`src/rtl/msg_serialiser_pkg.sv`:
```
// Shared types and constants for the message serialiser.
package msg_serialiser_pkg;

  typedef enum logic [1:0] {
    IDLE = 2'd0,
    HDR  = 2'd1,
    DATA = 2'd2,
    DROP = 2'd3
  } state_t;

  localparam logic [7:0] DEFAULT_HEADER_WORD = 8'hA5;

  // Width needed to hold a word count of 0..max_words inclusive.
  function automatic int unsigned len_width(input int unsigned max_words);
    return $clog2(max_words + 1);
  endfunction

endpackage

```
`src/rtl/msg_serialiser_if.sv`:
```
// Message-in / word-out handshake bundle for the message serialiser.
interface msg_serialiser_if
  import msg_serialiser_pkg::*;
#(
  parameter int unsigned WORD_SIZE = 8,
  parameter int unsigned MAX_WORDS = 4,
  parameter int unsigned LEN_W     = len_width(MAX_WORDS)
) ();

  logic [WORD_SIZE*MAX_WORDS-1:0] in_data;
  logic [LEN_W-1:0]               in_len;
  logic                           in_valid;
  logic                           in_ready;
  logic [WORD_SIZE-1:0]           out_data;
  logic                           out_valid;
  logic                           out_ready;
  logic                           out_last;

  // Environment side: offers messages, consumes words.
  modport master (
    output in_data, in_len, in_valid, out_ready,
    input  in_ready, out_data, out_valid, out_last
  );

  // Serialiser side.
  modport slave (
    input  in_data, in_len, in_valid, out_ready,
    output in_ready, out_data, out_valid, out_last
  );

endinterface

```
`src/rtl/msg_serialiser.sv`:
```
// Captures a multi-word message and emits it one word per transfer,
// with optional header word and last-word marker.
module msg_serialiser
  import msg_serialiser_pkg::*;
#(
  parameter int unsigned          WORD_SIZE   = 8,
  parameter int unsigned          MAX_WORDS   = 4,
  parameter bit                   MSW_FIRST   = 1'b0,
  parameter bit                   HEADER_EN   = 1'b0,
  parameter logic [WORD_SIZE-1:0] HEADER_WORD = WORD_SIZE'(DEFAULT_HEADER_WORD)
) (
  input  logic            clk,
  input  logic            reset,
  msg_serialiser_if.slave bus,
  output logic            busy,
  output logic            len_err
);

  localparam int unsigned      LEN_W   = len_width(MAX_WORDS);
  localparam int unsigned      BUS_W   = WORD_SIZE * MAX_WORDS;
  localparam logic [LEN_W-1:0] MAX_LEN = LEN_W'(MAX_WORDS);
  localparam logic [LEN_W-1:0] ONE     = LEN_W'(1);

  state_t               state, state_n;
  logic [BUS_W-1:0]     cap_q, cap_n;
  logic [LEN_W-1:0]     len_q, len_n;
  logic [LEN_W-1:0]     cnt_q, cnt_n;
  logic [WORD_SIZE-1:0] data_q, data_n;
  logic                 valid_q, valid_n;
  logic                 last_q, last_n;
  logic                 err_q, err_n;
  logic                 ready, accept, xfer, in_len_bad;
  logic [LEN_W-1:0]     eff_len;

  // Word presented at send position pos of a message of length len.
  function automatic logic [WORD_SIZE-1:0] pick_word(
    input logic [BUS_W-1:0] msg,
    input logic [LEN_W-1:0] len,
    input logic [LEN_W-1:0] pos
  );
    logic [LEN_W-1:0]     idx;
    logic [WORD_SIZE-1:0] word;
    idx  = MSW_FIRST ? (len - pos - ONE) : pos;
    word = '0;
    for (int unsigned i = 0; i < MAX_WORDS; i++) begin
      if (LEN_W'(i) == idx) word = msg[i*WORD_SIZE +: WORD_SIZE];
    end
    return word;
  endfunction

  assign xfer       = valid_q && bus.out_ready;
  assign ready      = (state == IDLE) || (xfer && last_q);
  assign accept     = bus.in_valid && ready;
  assign in_len_bad = (bus.in_len == '0) || (bus.in_len > MAX_LEN);
  assign eff_len    = (bus.in_len > MAX_LEN) ? MAX_LEN : bus.in_len;

  assign bus.in_ready  = ready;
  assign bus.out_data  = data_q;
  assign bus.out_valid = valid_q;
  assign bus.out_last  = last_q;
  assign busy          = (state != IDLE);
  assign len_err       = err_q;

  // Next state and next registered outputs.
  always_comb begin
    state_n = state;
    cap_n   = cap_q;
    len_n   = len_q;
    cnt_n   = cnt_q;
    data_n  = data_q;
    valid_n = valid_q;
    last_n  = last_q;
    err_n   = 1'b0;

    case (state)
      IDLE: ;
      HDR: begin
        if (xfer) begin
          if (len_q == '0) begin
            state_n = IDLE;
            valid_n = 1'b0;
            last_n  = 1'b0;
          end else begin
            state_n = DATA;
            cnt_n   = '0;
            data_n  = pick_word(cap_q, len_q, '0);
            last_n  = (len_q == ONE);
          end
        end
      end
      DATA: begin
        if (xfer) begin
          if (last_q) begin
            state_n = IDLE;
            valid_n = 1'b0;
            last_n  = 1'b0;
          end else begin
            cnt_n  = cnt_q + ONE;
            data_n = pick_word(cap_q, len_q, cnt_q + ONE);
            last_n = ((cnt_q + ONE) == (len_q - ONE));
          end
        end
      end
      DROP:    state_n = IDLE;
      default: state_n = IDLE;
    endcase

    // Acceptance overrides the completing message so the next one starts
    // without a bubble; the first word comes straight from in_data because
    // the capture register only loads on this same edge.
    if (accept) begin
      cap_n = bus.in_data;
      len_n = eff_len;
      cnt_n = '0;
      err_n = in_len_bad;
      if (HEADER_EN) begin
        state_n = HDR;
        valid_n = 1'b1;
        data_n  = HEADER_WORD;
        last_n  = (eff_len == '0);
      end else if (eff_len == '0) begin
        state_n = DROP;
        valid_n = 1'b0;
        last_n  = 1'b0;
      end else begin
        state_n = DATA;
        valid_n = 1'b1;
        data_n  = pick_word(bus.in_data, eff_len, '0);
        last_n  = (eff_len == ONE);
      end
    end
  end

  // FSM state register.
  always_ff @(posedge clk or posedge reset) begin
    if (reset) state <= IDLE;
    else       state <= state_n;
  end

  // Capture, counter and output registers.
  always_ff @(posedge clk or posedge reset) begin
    if (reset) begin
      cap_q   <= '0;
      len_q   <= '0;
      cnt_q   <= '0;
      data_q  <= '0;
      valid_q <= 1'b0;
      last_q  <= 1'b0;
      err_q   <= 1'b0;
    end else begin
      cap_q   <= cap_n;
      len_q   <= len_n;
      cnt_q   <= cnt_n;
      data_q  <= data_n;
      valid_q <= valid_n;
      last_q  <= last_n;
      err_q   <= err_n;
    end
  end

endmodule

```
`src/flat_wrapper.sv`:
```
// flat-port wrapper written by rule: the top's interface ports become plain ports
module msg_serialiser_flat import msg_serialiser_pkg::*;
#(
  parameter int unsigned          WORD_SIZE   = 8,
  parameter int unsigned          MAX_WORDS   = 4,
  parameter bit                   MSW_FIRST   = 1'b0,
  parameter bit                   HEADER_EN   = 1'b0,
  parameter logic [WORD_SIZE-1:0] HEADER_WORD = WORD_SIZE'(DEFAULT_HEADER_WORD)
)
  (clk, reset, busy, len_err, bus_in_data, bus_in_len, bus_in_valid, bus_out_ready, bus_in_ready, bus_out_data, bus_out_valid, bus_out_last);
  msg_serialiser_if #(.WORD_SIZE(WORD_SIZE), .MAX_WORDS(MAX_WORDS)) bus_i ();
  input  logic clk;
  input  logic reset;
  output logic busy;
  output logic len_err;
  input wire logic [$bits(bus_i.in_data)-1:0] bus_in_data;
  input wire logic [$bits(bus_i.in_len)-1:0] bus_in_len;
  input wire logic [$bits(bus_i.in_valid)-1:0] bus_in_valid;
  input wire logic [$bits(bus_i.out_ready)-1:0] bus_out_ready;
  output wire logic [$bits(bus_i.in_ready)-1:0] bus_in_ready;
  output wire logic [$bits(bus_i.out_data)-1:0] bus_out_data;
  output wire logic [$bits(bus_i.out_valid)-1:0] bus_out_valid;
  output wire logic [$bits(bus_i.out_last)-1:0] bus_out_last;
  assign bus_i.in_data = bus_in_data;
  assign bus_i.in_len = bus_in_len;
  assign bus_i.in_valid = bus_in_valid;
  assign bus_i.out_ready = bus_out_ready;
  assign bus_in_ready = bus_i.in_ready;
  assign bus_out_data = bus_i.out_data;
  assign bus_out_valid = bus_i.out_valid;
  assign bus_out_last = bus_i.out_last;
  msg_serialiser #(.WORD_SIZE(WORD_SIZE), .MAX_WORDS(MAX_WORDS), .MSW_FIRST(MSW_FIRST), .HEADER_EN(HEADER_EN), .HEADER_WORD(HEADER_WORD)) u_core (.clk(clk), .reset(reset), .bus(bus_i), .busy(busy), .len_err(len_err));
endmodule
```
`config.mk`:
```
export PLATFORM = sky130hd
export DESIGN_NAME = msg_serialiser_flat
export DESIGN_NICKNAME = d
export VERILOG_FILES = /design/src/rtl/msg_serialiser_pkg.sv /design/src/rtl/msg_serialiser_if.sv /design/src/rtl/msg_serialiser.sv /design/src/flat_wrapper.sv
export SDC_FILE = /design/constraint.sdc
export NUM_CORES = 1
export LEC_CHECK = 0
export BUFFER_PORTS_ARGS = -buffer_cell sky130_fd_sc_hd__buf_2
export CORE_ASPECT_RATIO = 0.6
export CORE_MARGIN = 1.5
export CORE_UTILIZATION = 30
export DETAILED_ROUTE_END_ITERATION = 8
export GPL_ROUTABILITY_DRIVEN = 1
export PLACE_DENSITY = 0.53
export RECOVER_POWER = 100
export SYNTH_ARGS = -nofsm -noshare
export SYNTH_HDL_FRONTEND = slang
export SYNTH_SLANG_ARGS = --single-unit
```
`constraint.sdc`:
```
create_clock -name clk -period 2.2 [get_ports clk]
set_clock_uncertainty 0.05 [all_clocks]
set_input_delay 0.44 -clock clk [delete_from_list [all_inputs] [get_ports clk]]
set_output_delay 0.44 -clock clk [all_outputs]
set_load 0.01 [all_outputs]
```
## After elaboration in Yosys (flattened, before gate mapping)

Cells that the tools add are included.

| cells by class | value |
|---|---|
| $add $sub $neg | 2 |
| $mul | 0 |
| div/mod/pow operators | 0 |
| $lt $le $gt $ge | 1 |
| equal/unequal tests | 15 |
| shifts and indexed selects | 0 |
| muxes and demuxes | 40 |
| bitwise operators | 0 |
| reductions and logical operators | 17 |

Operators with widths:

| operator | number |
|---|---|
| $mux W8 | 10 |
| $mux W3 | 6 |
| $pmux W8 S2 | 1 |
| $mux W1 | 14 |
| $logic_not A3 Y1 | 4 |
| $ne A3 B1 Y1 const B | 4 |
| $mux W2 | 5 |
| $reduce_and A5 Y1 | 2 |
| $eq A2 B3 Y1 const A | 2 |
| $eq A3 B1 Y1 const B | 2 |
| $pmux W2 S3 | 1 |
| $pmux W3 S2 | 1 |
| $eq A2 B2 Y1 const B | 2 |
| $pmux W1 S2 | 2 |
| $reduce_and A4 Y1 | 1 |
| $reduce_bool A4 Y1 | 1 |
| $add A3 B1 Y3 const B | 1 |
| $eq A1 B3 Y1 const A | 1 |
| $eq A3 B3 Y1 | 1 |
| $gt A3 B3 Y1 const B | 1 |
| $logic_and A1 B1 Y1 | 3 |
| $ne A3 B2 Y1 const B | 1 |
| $ne A3 B3 Y1 const B | 1 |
| $reduce_and A3 Y1 | 1 |
| 6 further kinds | 7 |

| word-level totals | value |
|---|---|
| register bits after elaboration | 51 |
| bits in latches | 0 |
| bits in writable memories | 0 |
| memory bits (read-only) | 0 |
| input bits | 39 |
| output and inout port bits | 13 |
| logic and storage cells | 83 |
| memories kept | 0 |

## Depth between registers and ports, before layout

Gate-level depths: netlist of run 1.

| depth | value |
|---|---|
| depth in word-level cells | 11 |
| depth in mapped cells | 9 |
| depth with buffers taken out | 7 |

## Worst setup path before layout of run 1

No wires, ideal clock.

| timing | value |
|---|---|
| kind | register to register |
| from | reg u_core.cnt_q[0] |
| to | reg u_core.data_q[0], in the netlist u_core.bus.out_data[0] |
| library setup time | 0.129 ns |
| arrival time | 1.856 ns |
| data required time | 2.021 ns |
| setup slack | 0.165 ns |
| cell stages (with the launch flop) | 10 |
| buffers on the path | 2 |
| clock period less this slack | 2.035 ns |
| cells stage by stage | dfrtp_1 ha_1 ha_1 buf_6 or3b_1 buf_2 o22ai_2 nor2_1 o21ai_0 a31oi_1 |

| between the ends | value |
|---|---|
| cells in the longest elaborated chain, start to end | 11 |
| elaborated cells between the ends (all ways) | 14 |
| those cells by class | add/sub (1); eq/ne (3); mux (9); reduce/logical (1) |

RTL lines:

| element | line | RTL |
|---|---|---|
| start, declared | msg_serialiser.sv:27 | `logic [LEN_W-1:0] cnt_q, cnt_n;` |
| start signal, assigned | msg_serialiser.sv:153 | `cnt_q <= cnt_n;` |
| $add A3 B1 Y3 (*) | msg_serialiser.sv:99 | `data_n = pick_word(cap_q, len_q, cnt_q + ONE);` |
| $logic_not A3 Y1 | msg_serialiser.sv:46 | `if (LEN_W'(i) == idx) word = msg[i*WORD_SIZE +: WORD_SIZE];` |
| $mux W8 (3 in a row) | msg_serialiser.sv:46 |  |
| $mux W8 (*) | msg_serialiser.sv:46 |  |
| $mux W8 (*) | msg_serialiser.sv:93 | `if (last_q) begin` |
| $mux W8 (*) | msg_serialiser.sv:92 | `if (xfer) begin` |
| $pmux W8 S2 (*) | msg_serialiser.sv:75 | `case (state)` |
| $mux W8 | msg_serialiser.sv:121 | `end else if (eff_len == '0) begin` |
| $mux W8 (*) | msg_serialiser.sv:111 | `if (accept) begin` |
| net u_core.data_n[0] | msg_serialiser.sv:28 | `logic [WORD_SIZE-1:0] data_q, data_n;` |
| end signal, assigned | msg_serialiser.sv:154 | `data_q <= data_n;` |
| end, declared | msg_serialiser.sv:28 |  |

The timed path passes the listed nets; every way through them passes the cells marked *.
A chain may end at the register's enable or synchronous reset.

## Final worst setup path of run 1

| timing | value |
|---|---|
| from | reg u_core.cnt_q[1] |
| to | reg u_core.data_q[3], in the netlist u_core.bus.out_data[3] |

The elaborated chain is that of the path after synthesis.

==> results.yml, run 1 <==
cts:
  post-cts-setup-buffers: 0
  cts_hold_buf: 0
  clk_latency_ps: 290
  ctsLongestPathBuffers: 2
  cts_num_sinks: 51
  cts.repair.resized: 0
  cts_tree: "yes"
  root_buffer: "clkbuf_16"
  clk_pin_slew_ps: 70
  htreeDepth: 2
  cts_buffers: 5
die:
  chipWidth_um: 127.9
  rows: 27
  die-area_mm2: 0.009963
  core_mm2: 0.009121
  start_util_pct: 30.77
  io_pins: 52
  die_h_um: 77.92
drt:
  firstDrtPassIters: 4
  via_per_inst: 4.770
  drc: 0
  avgRoutedWirePerCell_um: 14.52
  vias: 2361
  ant_nets: 0
  wl_met1_mm: 4.016
  routed-wl-met2_mm: 2.841
  highest_layer: "met4"
  drt-total-wl_mm: 7.186
  drtIter0Drc: 171
  wl_met3_um: 292
worst_setup_path:
  path_cells: "ha_1 -> ha_1 -> or3b_4 -> o22ai_2 -> nor2_1 -> o21ai_0 -> a31oi_1"
  max_stage_delay_ps: 490
  cp-end-kind: "flop"
  critPathMaxFanout: 7
  crit_arrival_ps: 2170
  cpMaxStageDelayCell: "or3b_4"
  cpMostUsedCell: "ha_1"
  cp.required_ps: 2320
  path_class: "flop to flop"
  reg2reg_from: "u_core.cnt_q[1]$_DFFE_PP0P_"
  r2r_slack_ps: 150
  critPathLaunch: "u_core.cnt_q[1]$_DFFE_PP0P_"
  regToRegEndpoint: "u_core.bus.out_data[3]$_DFF_PP0_"
  ff2ff_path_depth: 7
  startpoint_type: "flop"
sta:
  slew_headroom_pct: 40.55
  worstMarginPinSlew_ps: 890.8
  min_period_ps: 2046
  hold_slack_ps: 271.4
  tns_ps: 0
  setup_viol: 0
  fmaxAchievable_mhz: 488.7
  final_hold_viol_count: 0
  final_max_slew_viol_count: 0
  fin_ws_ps: 153.7
  rsz0062_at_grt: "false"
  period_share_pct: 93.01
global_route:
  grt_max_degree: 30
  antenna_found_initial: 0
  overflow: 0
  grt_pass1_wl_mm: 11.84
  grt_usage_pct: 15.45
  grt_pass1_vias: 2257
synth:
  ys_ff_latch: 51
  synth_warnings: 0
  synth_flop_cell: "dfrtp_1"
  synth-compound-area-share_pct: 14.76
  synth_top_family_by_area: "simple AND/OR/NAND/NOR gates"
  synthAdderAreaFrac_pct: 5.796
  synth_cell_types: 47
  synthMuxAreaShare_pct: 0
  ys_seq_area_share_pct: 45.47
  synth_xor_area_share_pct: 1.248
  synthCells: 325
  synth_edf_count: 0
  avgSynthCellArea_um2: 8.635
  synthArstFlopShare_pct: 100.0
  yosys.area_share.simple_pct: 27.46
  synth_fp_nets: 377
  syn_area_mm2: 0.002806
layout:
  syn2layout_area_growth_pct: 18.86
  final_area_mm2: 0.003336
  layout.nets: 430
  n_antenna_cell: 0
  fin_util_pct: 36.57
  stdcell_count: 495
  drive_gt1_share_pct: 18.73
  fill_cells: 993
placement:
  port_buffers: 51
  gp_congestion: 0.9220
  pre_cts_ws_ps: 94.08
  hpwl_mm: 5.575
  dpl_cell_area_mm2: 0.003221
  dpl.cell_count: 487
worst_hold_path:
  hold_path.class: "input pin to asynchronous set/reset pin"
job:
  maxCapViolCount: 0
power_and_ir_drop:
  vdd_drop_max_v: 0.0003912
  leakagePower_nw: 1.612
  power_density_mw_per_mm2: 1404
  finalPower_mw: 4.683
outcome:
  outcome: "finished, final reports clean"
## critical path, delay by kind of cell (launching register included)
family / cells / cell delay (ps)
adders and majority gates: 2 / 580
and+or+nand+nor: 2 / 540
DFF: 1 / 420
AOI/OAI and AO/OA: 3 / 340
## cell type report
cell class                 count  area [um2]  area share, %
clock buffer                   6       128.9          3.863
clock inverter                 2       38.79          1.163
inverter                       9       33.78          1.013
multi-input combinational    248        1384          41.49
sequential                    51        1276          38.26
tap                          116       145.1          4.351
timing repair buffer          63       329.1          9.865
## Yosys cell counts, drive strengths merged, types with 5 or more instances
master | number | area (um2)
a21oi | 5 | 25.02
a31oi | 8 | 65.06
nand3b | 5 | 37.54
a22oi | 7 | 57.55
dfrtp | 51 | 1276
buf | 13 | 97.59
o21ai | 23 | 115.1
nand2 | 123 | 478.0
ha | 13 | 162.7
nor2 | 23 | 93.84
o22ai | 8 | 87.58
inv | 9 | 33.78
## layout by cell type, fill, tap and decap left out, drive strengths merged, types with 7 or more instances in the layout
| cell type | synthesis | final |
|---|---|---|
| inv | 9 | 10 |
| a31oi | 8 | 8 |
| ha | 13 | 13 |
| a22oi | 7 | 7 |
| nor2 | 23 | 23 |
| dfrtp | 51 | 51 |
| o21ai | 23 | 23 |
| buf | 13 | 46 |
| clkbuf | 4 | 23 |
| o22ai | 8 | 8 |
| nand2 | 123 | 123 |
## worst max-delay path by stage
stage                                             endpoint  slack (ps)  cells past startpoint
after floorplan           u_core.bus.out_data[0]$_DFF_PP0_         170                      9
after global placement    u_core.bus.out_data[3]$_DFF_PP0_         150                      7
after detailed placement  u_core.bus.out_data[5]$_DFF_PP0_          90                      7
after CTS                 u_core.bus.out_data[5]$_DFF_PP0_          80                      7
after global routing      u_core.bus.out_data[7]$_DFF_PP0_          30                      7
final                     u_core.bus.out_data[3]$_DFF_PP0_         150                      7
## report_power, final
part | leakage, nW | internal [mW] | switching [mW]
Combinational | 0.893 | 0.846 | 1.21
Sequential | 0.637 | 1.37 | 0.365
Clock | 0.0815 | 0.542 | 0.354
Total | 1.61 | 2.76 | 1.93
## state kept, by name, summed over array words and instances (netlist names)
register              cells
u_core.bus.out_valid      1
u_core.len_err            1
u_core.state              2
u_core.cap_q             32
u_core.bus.out_data       8
u_core.cnt_q              3
u_core.len_q              3
u_core.bus.out_last       1
## kinds of logic (layout without fill, tap and decap cells)
family,count (synthesis),after routing
fa+ha+maj,13,13
simple gates,172,172
xor+xnor,4,4
flops,51,51
compound gates,59,59
buf+inv,26,80
## routing by layer
layer	track usage, %	up-vias
li1	-	1181
met1	24.97	1126
met2	19.84	52
met3	3.448	2
met4	4.270	0
met5	0	-
No activity file was read; power rests on OpenSTA's default activity.
==> run 2: changes to the inputs <==
==> constraint.sdc (replaced) <==
create_clock -name clk -period 2.2 [get_ports clk]
set_clock_uncertainty 0.05 [all_clocks]
set_input_delay 0.11 -clock clk [delete_from_list [all_inputs] [get_ports clk]]
set_output_delay 0.11 -clock clk [all_outputs]
set_load 0.01 [all_outputs]
==> run 2 against run 1 <==
Net effect:
- largest cell class unchanged
- critical path depth increased by 1
- combinational power increased by 3%
- critical path type unchanged
- routed wire length increased by 3.8%
- sequential power about the same
- via count increased by 3.0%
- register-to-register slack about the same
- global-route usage increased by 0.53 points
- largest power group unchanged
- clock power decreased by 12%
- non-clock buffer count increased by 33
==> results.yml, run 2 (synthesis gave the netlist of run 1 again) <==
drt:
  drc: 0
  firstDrtPassIters: 5
  avgRoutedWirePerCell_um: 14.12
  ant_nets: 0
  via_per_inst: 4.604
  vias: 2431
  drt-total-wl_mm: 7.457
  drtIter0Drc: 177
cts:
  clk_latency_ps: 300
  htreeDepth: 2
  cts_num_sinks: 51
  cts_tree: "yes"
  clk_pin_slew_ps: 70
  root_buffer: "clkbuf_16"
  post-cts-setup-buffers: 0
  ctsLongestPathBuffers: 2
  cts_buffers: 5
sta:
  period_share_pct: 92.68
  slew_headroom_pct: 29.51
  final_max_slew_viol_count: 0
  min_period_ps: 2039
  tns_ps: 0
  setup_viol: 0
  fmaxAchievable_mhz: 490.4
  rsz0062_at_grt: "false"
  worstMarginPinSlew_ps: 1056
  final_hold_viol_count: 0
worst_hold_path:
  min_to: "u_core.cap_q[6]$_DFFE_PP0P_"
  worstHoldPathCells: 3
  min_from: "bus_in_data[6]"
  hold_path.class: "input pin to flop"
die:
  io_pins: 52
  rows: 27
  core_mm2: 0.009121
  die-area_mm2: 0.009963
  start_util_pct: 30.77
  die_h_um: 77.92
  chipWidth_um: 127.9
job:
  maxCapViolCount: 0
worst_setup_path:
  cp.required_ps: 2370
  cp-end-kind: "flop"
  cpMostUsedCell: "ha_1"
  max_stage_delay_ps: 410
  critPathMaxFanout: 10
  crit_arrival_ps: 2210
  ff2ff_path_depth: 8
  regToRegEndpoint: "u_core.bus.out_data[4]$_DFF_PP0_"
  startpoint_type: "flop"
  path_class: "flop to flop"
  r2r_slack_ps: 160
  reg2reg_from: "u_core.cnt_q[1]$_DFFE_PP0P_"
  path_cells: "ha_1 -> ha_1 -> nor2b_2 -> clkbuf_4 -> nand2_1 -> o21ai_0 -> o21ai_1 -> a31oi_1"
  cpMaxStageDelayCell: "dfrtp_1"
layout:
  drive_gt1_share_pct: 17.72
  layout_commonest_cell: "nand2_1"
  ff_latch_area_mm2: 0.001276
  fill_cells: 933
  final_cell_mix: "122 x nand2_1, 51 x dfrtp_1, 38 x buf_2"
  n_antenna_cell: 0
  layout.nets: 463
  multi_input_area_mm2: 0.001384
  syn2layout_area_growth_pct: 30.36
  top_register: "u_core.cap_q"
  largest_register_ffs: 32
global_route:
  overflow: 0
  grt_max_degree: 29
  antenna_found_initial: 0
  grt_usage_pct: 15.99
  grt_pass1_wl_mm: 12.30
  grt_pass1_vias: 2392
placement:
  port_buffers: 51
  hpwl_mm: 5.669
  gp_congestion: 0.8820
power_and_ir_drop:
  power_density_mw_per_mm2: 1268
  leakagePower_nw: 1.748
  finalPower_mw: 4.639
  vdd_drop_max_v: 0.0004189
outcome:
  outcome: "finished, final reports clean"
run 2: cell types whose count changed in the layout (fill, tap and decap cells not counted), sizes merged:
cell         previous run  this run
buf                    46        47
bufinv                  1         0
clkbuf                 23        22
clkinv                  0         2
dlygate4sd3             0        32
run 2: area by class of cell:
class	count	area share, %
multi-input combinational	248	37.82
sequential	51	34.88
timing repair buffer	96	18.37
tap	116	3.967
clock buffer	5	3.420
inverter	9	0.9234
clock inverter	3	0.6156
run 2: critical path, delay by kind of cell, from the launching register on:
family | cells | cell delay [ps]
AOI/OAI and AO/OA | 3 | 320
adders and majority gates | 2 | 590
buffers and inverters | 1 | 240
DFF | 1 | 410
and+or+nand+nor | 2 | 350
run 2: report_power, final:
group / switching, mW / internal, mW / leakage, nW
sequential: 0.373 / 1.37 / 0.637
clock: 0.364 / 0.426 / 0.0742
combinational: 1.21 / 0.896 / 1.04
run 2: metal layers:
layer	track usage, %	vias up	part of all wire (%)
met5	0	-	0
met4	3.371	0	0.50
met3	3.379	5	4.1
met2	22.37	51	39
met1	24.87	1127	56
li1	-	1248	-
run 2: repair_timing:
item / in CTS / in global routing
resized for setup: 0 / 1
hold buffers: 32 / 0
endpoints found under the hold margin: 54 / 0
endpoints found under the setup margin: 0 / 5
run 2: worst max-delay path by stage:
stage | depth (start not counted) | end | startpoint
final | 8 | u_core.bus.out_data[4]$_DFF_PP0_ | u_core.cnt_q[1]$_DFFE_PP0P_
after floorplan | 9 | u_core.bus.out_data[0]$_DFF_PP0_ | u_core.cnt_q[0]$_DFFE_PP0P_
after global placement | 7 | u_core.bus.out_data[5]$_DFF_PP0_ | u_core.cnt_q[1]$_DFFE_PP0P_
after global routing | 7 | u_core.bus.out_data[6]$_DFF_PP0_ | u_core.state[0]$_DFFE_PP0P_
after CTS | 7 | u_core.bus.out_data[4]$_DFF_PP0_ | u_core.cnt_q[1]$_DFFE_PP0P_
after detailed placement | 7 | u_core.bus.out_data[3]$_DFF_PP0_ | u_core.cnt_q[1]$_DFFE_PP0P_
run 2: stage by stage:
| step | util [%] | hold WS, ps | cell area, um2 | std cells | worst slack (ps) |
|---|---|---|---|---|---|
| floorplan | - | 165.4 | 2806 | 325 | 165.5 |
| global placement | 35.39 | 148.0 | 3228 | 488 | 148.8 |
| detailed placement | 35.39 | 170.9 | 3228 | 488 | 98.11 |
| CTS | 40.52 | 7.687 | 3696 | 528 | 88.30 |
| global route | 40.11 | 30.09 | 3659 | 528 | 22.09 |
| finish | 40.11 | 9.703 | 3659 | 528 | 161.0 |
